`src/rtl/pipe_ctrl_pkg.sv`:
```
// Shared constants, state encoding and stall-priority helper for the
// pipeline controller.
package pipe_ctrl_pkg;

  // Stall vector layout: one hold bit per pipeline register.
  localparam int STALL_W  = 6;
  localparam int STALL_PC  = 0;
  localparam int STALL_IF  = 1;
  localparam int STALL_ID  = 2;
  localparam int STALL_EX  = 3;
  localparam int STALL_MEM = 4;
  localparam int STALL_WB  = 5;

  localparam logic STOP    = 1'b1;
  localparam logic NO_STOP = 1'b0;

  localparam logic        RstEnable = 1'b1;
  localparam logic [31:0] ZeroWord  = 32'h0000_0000;

  // Precomputed stall patterns: everything upstream of the requester holds.
  localparam logic [STALL_W-1:0] STALL_NONE = 6'b000000;
  localparam logic [STALL_W-1:0] STALL_BY_IF  = 6'b000011;
  localparam logic [STALL_W-1:0] STALL_BY_ID  = 6'b000111;
  localparam logic [STALL_W-1:0] STALL_BY_EX  = 6'b001111;
  localparam logic [STALL_W-1:0] STALL_BY_MEM = 6'b011111;
  localparam logic [STALL_W-1:0] STALL_ALL    = 6'b111111;

  // Exception codes delivered from MEM.
  localparam logic [31:0] EXC_NONE      = 32'h0000_0000;
  localparam logic [31:0] EXC_INTERRUPT = 32'h0000_0001;
  localparam logic [31:0] EXC_SYSCALL   = 32'h0000_0008;
  localparam logic [31:0] EXC_INST_INV  = 32'h0000_000a;
  localparam logic [31:0] EXC_OVERFLOW  = 32'h0000_000c;
  localparam logic [31:0] EXC_TRAP      = 32'h0000_000d;
  localparam logic [31:0] EXC_ERET      = 32'h0000_000e;

  typedef enum logic [0:0] {
    ST_RUN       = 1'b0,
    ST_EXC_FLUSH = 1'b1
  } state_e;

  // Deepest requesting stage wins since it must also hold everything before it.
  function automatic logic [STALL_W-1:0] stall_from_req(
    input logic req_if,
    input logic req_id,
    input logic req_ex,
    input logic req_mem
  );
    logic [STALL_W-1:0] pat;
    if (req_mem == STOP) begin
      pat = STALL_BY_MEM;
    end else if (req_ex == STOP) begin
      pat = STALL_BY_EX;
    end else if (req_id == STOP) begin
      pat = STALL_BY_ID;
    end else if (req_if == STOP) begin
      pat = STALL_BY_IF;
    end else begin
      pat = STALL_NONE;
    end
    return pat;
  endfunction

endpackage

```
`src/rtl/pipe_ctrl_stall_watchdog.sv`:
```
// Counts consecutive frozen cycles and raises a sticky flag once the
// pipeline has stayed frozen for MAX_STALL cycles.
module stall_watchdog
  import pipe_ctrl_pkg::*;
#(
  parameter int unsigned MAX_STALL = 255
) (
  input  logic clk,
  input  logic rst,
  input  logic stalled_i,
  output logic stall_timeout_o
);

  localparam logic [15:0] LIMIT = 16'(MAX_STALL);

  logic [15:0] count_q, count_d;
  logic        timeout_q, timeout_d;

  // Saturating run-length counter; flag sets the cycle the count hits LIMIT.
  always_comb begin
    count_d   = count_q;
    timeout_d = timeout_q;
    if (stalled_i) begin
      if (count_q != 16'hFFFF) begin
        count_d = count_q + 16'd1;
      end else begin
        count_d = count_q;
      end
    end else begin
      count_d = 16'd0;
    end
    if (count_d >= LIMIT) begin
      timeout_d = 1'b1;
    end else begin
      timeout_d = timeout_q;
    end
  end

  // Counter and sticky flag registers.
  always_ff @(posedge clk) begin
    if (rst == RstEnable) begin
      count_q   <= 16'd0;
      timeout_q <= 1'b0;
    end else begin
      count_q   <= count_d;
      timeout_q <= timeout_d;
    end
  end

  assign stall_timeout_o = timeout_q;

endmodule

```
`src/rtl/pipe_ctrl.sv`:
```
// Pipeline controller: merges stage stall requests, sequences the
// exception/eret freeze-then-flush redirect, and hosts the stall watchdog.
module pipe_ctrl
  import pipe_ctrl_pkg::*;
#(
  parameter logic [31:0] EXC_BASE  = 32'h0000_0020,
  parameter int unsigned MAX_STALL = 255
) (
  input  logic        clk,
  input  logic        rst,
  input  logic        stallreq_if,
  input  logic        stallreq_id,
  input  logic        stallreq_ex,
  input  logic        stallreq_mem,
  input  logic [31:0] excepttype_i,
  input  logic [31:0] cp0_epc_i,
  output logic [5:0]  stall,
  output logic        flush,
  output logic [31:0] new_pc,
  output logic        stall_timeout
);

  state_e      state_q, state_d;
  logic [31:0] new_pc_q, new_pc_d;

  // State and redirect-target registers; reset abandons any pending flush.
  always_ff @(posedge clk) begin
    if (rst == RstEnable) begin
      state_q  <= ST_RUN;
      new_pc_q <= ZeroWord;
    end else begin
      state_q  <= state_d;
      new_pc_q <= new_pc_d;
    end
  end

  // Next state; the target is captured only on the exception cycle so
  // later EPC changes or stray exceptions in the flush cycle cannot alter it.
  always_comb begin
    state_d  = state_q;
    new_pc_d = new_pc_q;
    case (state_q)
      ST_RUN: begin
        if (excepttype_i != EXC_NONE) begin
          state_d = ST_EXC_FLUSH;
          if (excepttype_i == EXC_ERET) begin
            new_pc_d = cp0_epc_i;
          end else begin
            new_pc_d = EXC_BASE;
          end
        end else begin
          state_d = ST_RUN;
        end
      end
      ST_EXC_FLUSH: begin
        state_d = ST_RUN;
      end
      default: begin
        state_d = ST_RUN;
      end
    endcase
  end

  // Outputs: freeze everything on the exception cycle, then flush with no
  // stall so the redirect is loaded cleanly; reset silences both.
  always_comb begin
    stall = STALL_NONE;
    flush = 1'b0;
    if (rst == RstEnable) begin
      stall = STALL_NONE;
      flush = 1'b0;
    end else begin
      case (state_q)
        ST_RUN: begin
          flush = 1'b0;
          if (excepttype_i != EXC_NONE) begin
            stall = STALL_ALL;
          end else begin
            stall = stall_from_req(stallreq_if, stallreq_id, stallreq_ex, stallreq_mem);
          end
        end
        ST_EXC_FLUSH: begin
          stall = STALL_NONE;
          flush = 1'b1;
        end
        default: begin
          stall = STALL_NONE;
          flush = 1'b0;
        end
      endcase
    end
  end

  assign new_pc = new_pc_q;

  stall_watchdog #(
    .MAX_STALL(MAX_STALL)
  ) u_watchdog (
    .clk            (clk),
    .rst            (rst),
    .stalled_i      (stall != STALL_NONE),
    .stall_timeout_o(stall_timeout)
  );

endmodule

```
`config.mk`:
```
export PLATFORM = sky130hd
export DESIGN_NAME = pipe_ctrl
export DESIGN_NICKNAME = d
export VERILOG_FILES = /design/src/rtl/pipe_ctrl_pkg.sv /design/src/rtl/pipe_ctrl_stall_watchdog.sv /design/src/rtl/pipe_ctrl.sv
export SDC_FILE = /design/constraint.sdc
export NUM_CORES = 1
export LEC_CHECK = 0
export CAP_MARGIN = 0
export CORE_MARGIN = 2
export CORE_UTILIZATION = 36
export CTS_CLUSTER_DIAMETER = 60
export DETAILED_ROUTE_END_ITERATION = 8
export HOLD_SLACK_MARGIN = 0.06
export MAX_ROUTING_LAYER = met4
export PLACE_DENSITY = 0.81
export SLEW_MARGIN = 30
export SYNTH_ARGS = -nofsm -noshare
export SYNTH_HDL_FRONTEND = slang
export SYNTH_SLANG_ARGS = --single-unit
```
`constraint.sdc`:
```
create_clock -name clk -period 2.33 [get_ports clk]
set_clock_uncertainty 0.1 [all_clocks]
set_input_delay 0.233 -clock clk [delete_from_list [all_inputs] [get_ports clk]]
set_output_delay 0.233 -clock clk [all_outputs]
set_load 0.005 [all_outputs]
```
==> results of run 1 <==
[metal layers]
layer  track usage, %  wire length, um  vias up
met3            3.261              567        6
met4            5.333               73        0
met2            33.63             3472       92
met5                -                0        -
li1                 -                -     1162
met1            21.16             2608     1092
[worst max-delay path by stage]
stage,endpoint,depth (start not counted),start,slack (ns)
4_1_cts,stall[2],9,excepttype_i[22],-0.07
2_1_floorplan,u_watchdog.stall_timeout_o$_SDFFE_PP0P_,7,u_watchdog.count_q[0]$_SDFF_PP0_,0.02
3_5_place_dp,stall[2],8,excepttype_i[16],-0.24
3_3_place_gp,stall[2],8,excepttype_i[16],-0.18
5_1_grt,stall[2],9,excepttype_i[11],-0.08
6_report,stall[2],9,excepttype_i[25],0.04
[per-stage QoR]
step	util (%)	total power, mW
2_1_floorplan	-	0.9396
3_3_place_gp	59.85	1.097
3_5_place_dp	59.85	1.103
4_1_cts	62.19	1.634
5_1_grt	62.91	1.685
6_report	62.91	1.623
[worst max-delay path: stages]
cell	delay, ns
clkdlybuf4s50_1	0.42
nor4_2	0.28
nand4_1	0.18
buf_4	0.19
nor4_4	0.21
buf_4	0.16
buf_4	0.10
a211oi_1	0.06
clkbuf_2	0.12
[logic make-up (layout without fill, tap and decap cells)]
logic type	count (synthesis)	after routing	share of synthesized area, %
AND/OR/NAND/NOR	110	110	26.64
AO/OA/AOI/OAI	54	54	17.36
adder cells (fa/ha/maj)	1	1	0.5655
flip-flops	50	50	45.25
buffers and inverters	22	150	4.468
multiplexers	3	3	1.358
XOR/XNOR	11	11	4.355
[flip-flops by register name (all words and copies together) (netlist names)]
signal                      flops
u_watchdog.stall_timeout_o      1
u_watchdog.count_q             16
state_q                         1
new_pc                         32
[synthesized netlist by cell type (2+ instances only)]
| cell type | instances | area share (%) |
|---|---|---|
| nor3_1 | 13 | 2.9 |
| nor2_1 | 49 | 8.3 |
| nand3b_1 | 2 | 0.68 |
| mux2i_1 | 3 | 1.4 |
| inv_1 | 4 | 0.68 |
| buf_4 | 4 | 1.4 |
| and2_1 | 2 | 0.57 |
| clkbuf_1 | 13 | 2.2 |
| nand2_1 | 9 | 1.5 |
| and2b_2 | 2 | 0.79 |
| a211oi_1 | 6 | 2.0 |
| a21oi_1 | 6 | 1.4 |
| xnor2_1 | 5 | 2.0 |
| or3_1 | 2 | 0.57 |
| nor2b_1 | 2 | 0.57 |
| dfxtp_1 | 50 | 45 |
| a22oi_1 | 31 | 11 |
| o21ai_0 | 4 | 0.91 |
| nand4_1 | 5 | 1.4 |
| or2_2 | 2 | 0.57 |
| nand3_1 | 3 | 0.68 |
| xor2_1 | 6 | 2.4 |
| nor4_1 | 9 | 2.5 |
| a31oi_1 | 2 | 0.57 |
[repair_timing]
action,4_1_cts,5_1_grt
setup endpoints to repair,6,6
resized for setup,13,18
pin swaps,7,6
setup buffers,2,2
[report_power, final]
part	switching [mW]	total, mW	leakage [nW]	internal (mW)
combinational	0.0735	0.215	0.942	0.142
clock	0.294	0.539	0.0478	0.245
sequential	0.00863	0.869	0.405	0.860
[final cells by class]
cell class / instances / area [um2]
timing repair buffer: 138 / 1310
tap: 75 / 93.84
clock inverter: 2 / 16.27
clock buffer: 6 / 82.58
multi-input combinational: 179 / 1202
fill: 506 / 2196
sequential: 50 / 1005
inverter: 4 / 15.01
==> results.cfg, run 1 <==
[clocking]
numCtsBuffers = 5
cts_tree = built
clkLatencyLatePin_ns = 0.29
path_clk_slew_ns = 0.10
cts.sinks = 50
clockBufferDepth = 2
cts_hold_buffers = 0
htreeDepth = 2
cts_root_buf = clkbuf_8

[sta]
worst_slew_pin_slew_ns = 0.3562
rsz0062_at_grt = true
max_freq_ghz = 0.4374
timing.hold.ws_ns = 0.3763
setup_viol_count_final = 0
layout_setup_ws_ns = 0.04393
post-route-period-util_pct = 98.11
relSlewSlack_pct = 76.04
hold_viol_final = 0
post-route-min-period_ns = 2.286
fin_setup_tns_ns = 0
drv_slew = 0

[logic_synthesis]
synth_edf_count = 0
netlist_instances = 251
synthArstFlopShare_pct = 0
syn_area_mm2 = 0.002212
ys_ff_latch = 50
ys_warn_count = 0
synth_cell_types = 41
synth_ff_type = dfxtp_1
synth_area_per_cell_um2 = 8.813
synth-seq-area-share_pct = 45.25
synth_nets = 322

[die]
core_area_mm2 = 0.005921
die_x_um = 82.39
dieArea_mm2 = 0.006788
io_pins = 110
die_y_um = 82.39
rows = 28
initial_core_util_pct = 37.36

[pwr]
irDropWorstVdd_uv = 326.9
leakage_nw = 1.394
power_density_mw_per_mm2 = 435.7

[global_routing]
gr-total-overflow = 0
antenna_found_initial = 0
grt_pass1_vias = 2180
grt.total_usage_pct = 18.69
grt_max_degree = 33
grt_pass1_wl_um = 9687

[worst_setup_path]
worstReg2RegStart = u_watchdog.count_q[1]$_SDFF_PP0_
r2r-end = u_watchdog.stall_timeout_o$_SDFFE_PP0P_
crit_required_ns = 2.00
startpoint_type = primary input
cp-end-kind = output pin
r2r_setup_slack_ns = 0.11
r2r.worst_path.cells = 7
crit_type = primary input to output pin
crit_fanout = 3
arrival_ns = 1.95

[final_layout]
layout.nets = 449
final_common_cell = clkdlybuf4s50_1
fin_area_mm2 = 0.003725
drive_gt1_share_pct = 17.68
syn_to_final_growth_pct = 68.38
antenna_cells = 0
final_cell_mix = 102 x clkdlybuf4s50_1, 49 x nor2_1, 47 x dfxtp_1
final_cells = 454

[route]
routed_wl_um = 6722
ant_nets = 0
drc = 0
vias = 2352
wl_per_cell_um = 14.81
via_per_inst = 5.181
drtIter0Drc = 167
drtPass1Iterations = 4

[placed_design]
dp_hpwl_um = 4939
postPlaceCellArea_mm2 = 0.003543
pre_cts_ws_ns = -0.2371
post-place-cells = 442
port_buffers = 109
place.gp.congestion = 0.8251

[hold_path]
holdPathEnd = new_pc[5]$_SDFFE_PP0N_
min_path_cells = 2
hp-class = flip-flop to flip-flop
min-delay-start = new_pc[5]$_SDFFE_PP0N_

[outcome]
outcome = finished, final reports clean

[run]
cap_violations = 0
(Power assumes the default switching activity.)
==> run 2, diff against run 1 <==
--- a/config.mk
+++ b/config.mk
@@ -7,12 +7,13 @@
 export LEC_CHECK = 0
 export CAP_MARGIN = 0
 export CORE_MARGIN = 2
-export CORE_UTILIZATION = 36
+export CORE_UTILIZATION = 37
+export CTS_BUF_LIST = sky130_fd_sc_hd__clkbuf_2
 export CTS_CLUSTER_DIAMETER = 60
 export DETAILED_ROUTE_END_ITERATION = 8
 export HOLD_SLACK_MARGIN = 0.06
 export MAX_ROUTING_LAYER = met4
-export PLACE_DENSITY = 0.81
+export PLACE_DENSITY = 0.83
 export SLEW_MARGIN = 30
 export SYNTH_ARGS = -nofsm -noshare
 export SYNTH_HDL_FRONTEND = slang
==> run 2 against run 1 <==
  * Critical path depth decreased by 3
  * Clock power fell by 27%
  * Total power shrank 8.4%
  * Core utilization increased by 0.75 points
  * The flow now finishes with violations (setup timing)
  * Cell count grew 0.44%
  * Largest cell class unchanged
  * Critical endpoint unchanged
==> results.cfg, run 2 (synthesis gave the netlist of run 1 again) <==
[sta]
post-route-period-util_pct = 102.5
layout_setup_ws_ns = -0.05800
rsz0062_at_grt = true
drv_slew = 0
hold_viol_final = 0
post-route-min-period_ns = 2.388
worst_slew_pin_slew_ns = 0.4033
timing.hold.ws_ns = 0.1932
relSlewSlack_pct = 72.87
max_freq_ghz = 0.4188
setup_viol_count_final = 2
fin_setup_tns_ns = -0.07994

[placed_design]
port_buffers = 109
pre_cts_ws_ns = -0.2478
postPlaceCellArea_mm2 = 0.003528
dp_hpwl_um = 4935
place.gp.congestion = 0.8360
post-place-cells = 440

[hold_path]
hp-class = primary input to flip-flop

[route]
routed_wl_um = 7021
drc = 0
drtPass1Iterations = 4
wl_per_cell_um = 15.40
via_per_inst = 5.197
vias = 2370
ant_nets = 0
drtIter0Drc = 114

[global_routing]
gr-total-overflow = 0
grt_pass1_wl_um = 9936
use_met1_pct = 20.58
grt.total_usage_pct = 20.20
grt_max_degree = 33
antenna_found_initial = 0
use_met2_pct = 36.56
grt_pass1_vias = 2168
grt_use_met3_pct = 5.333
grt-busiest-layer = met2

[pwr]
p_int_mw = 1.095
power.switching_mw = 0.3907
report.power.total_mw = 1.486
seqPwrFrac_pct = 58.7
swShare_pct = 26.29
clockPowerShare_pct = 26.4
leakage_nw = 1.486
p_comb_share_pct = 14.9
power_density_mw_per_mm2 = 399.0
irDropWorstVdd_uv = 287.1

[clocking]
path_clk_slew_ns = 0.29
cts_tree = built
cts.sinks = 50
clockBufferDepth = 2
htreeDepth = 2
cts_hold_buffers = 0
clkLatencyLatePin_ns = 0.46
numCtsBuffers = 5
cts_root_buf = clkbuf_2

[run]
cap_violations = 0

[die]
rows = 28
dieArea_mm2 = 0.006613
core_area_mm2 = 0.005851
io_pins = 110
initial_core_util_pct = 37.81
die_y_um = 81.32
die_x_um = 81.32

[worst_setup_path]
startpoint_type = primary input
crit_required_ns = 2.00
crit_fanout = 3
crit_type = primary input to output pin
arrival_ns = 2.05
cp-end-kind = output pin

[final_layout]
final_common_cell = clkdlybuf4s50_1
final_util_pct = 63.67
final_cell_mix = 94 x clkdlybuf4s50_1, 49 x nor2_1, 45 x dfxtp_1
fillCellCount = 484
largest_register_ff_count = 32
layout.nets = 451
fin_area_mm2 = 0.003725
final_cells = 456
drive_gt1_share_pct = 18.11
antenna_cells = 0
syn_to_final_growth_pct = 68.38

[outcome]
outcome = finished, violations left
failed_checks = setup timing
==> run 2: repair_timing <==
| item | in CTS | in global routing |
|---|---|---|
| resized for setup | 7 | 31 |
| pin swaps | 6 | 9 |
| endpoints found under the setup margin | 6 | 7 |
| buffers inserted | 6 | 2 |
==> run 2: layer usage <==
metal  part of all wire, %  vias to the layer above
li1                      -                     1169
met1                    37                     1087
met2                    52                      104
met3                   9.2                       10
met4                   1.8                        0
met5                     0                        -
==> run 2: path summary, 6_finish.rpt <==
| path | startpoint | end | slack [ns] | cells after the start |
|---|---|---|---|---|
| min reg2reg | new_pc[5]$_SDFFE_PP0N_ | new_pc[5]$_SDFFE_PP0N_ | 0.40 | 2 |
| max | excepttype_i[3] | stall[2] | -0.06 | 6 |
| max reg2reg | u_watchdog.count_q[0]$_SDFF_PP0_ | u_watchdog.stall_timeout_o$_SDFFE_PP0P_ | 0.09 | 7 |
| min | cp0_epc_i[5] | new_pc[5]$_SDFFE_PP0N_ | 0.19 | 3 |
==> run 2: cell type report <==
class | instances | area (um2) | share of cell area, %
Tap cell | 75 | 93.84 | 2.519
Inverter | 4 | 15.01 | 0.4031
Clock buffer | 5 | 25.02 | 0.6718
Timing Repair Buffer | 140 | 1364 | 36.61
Clock inverter | 3 | 28.78 | 0.7726
Sequential cell | 50 | 1012 | 27.18
Multi-Input combinational cell | 179 | 1186 | 31.84
==> run 2: worst max-delay path, cell delays in order <==
cell and delay [ns]:
clkdlybuf4s50_1 0.45, or3_4 0.42, nor4_2 0.25, buf_4 0.16, a211oi_1 0.07, clkdlybuf4s50_1 0.46
==> run 2: power by group through the flow <==
| stage | registers, mW | clock network, mW | logic (mW) |
|---|---|---|---|
| after floorplan | 0.885 | 0 | 0.0548 |
| after global placement | 0.887 | 0 | 0.213 |
| after detailed placement | 0.888 | 0 | 0.218 |
| after CTS | 0.873 | 0.405 | 0.219 |
| after global routing | 0.875 | 0.441 | 0.235 |
| final | 0.872 | 0.393 | 0.221 |
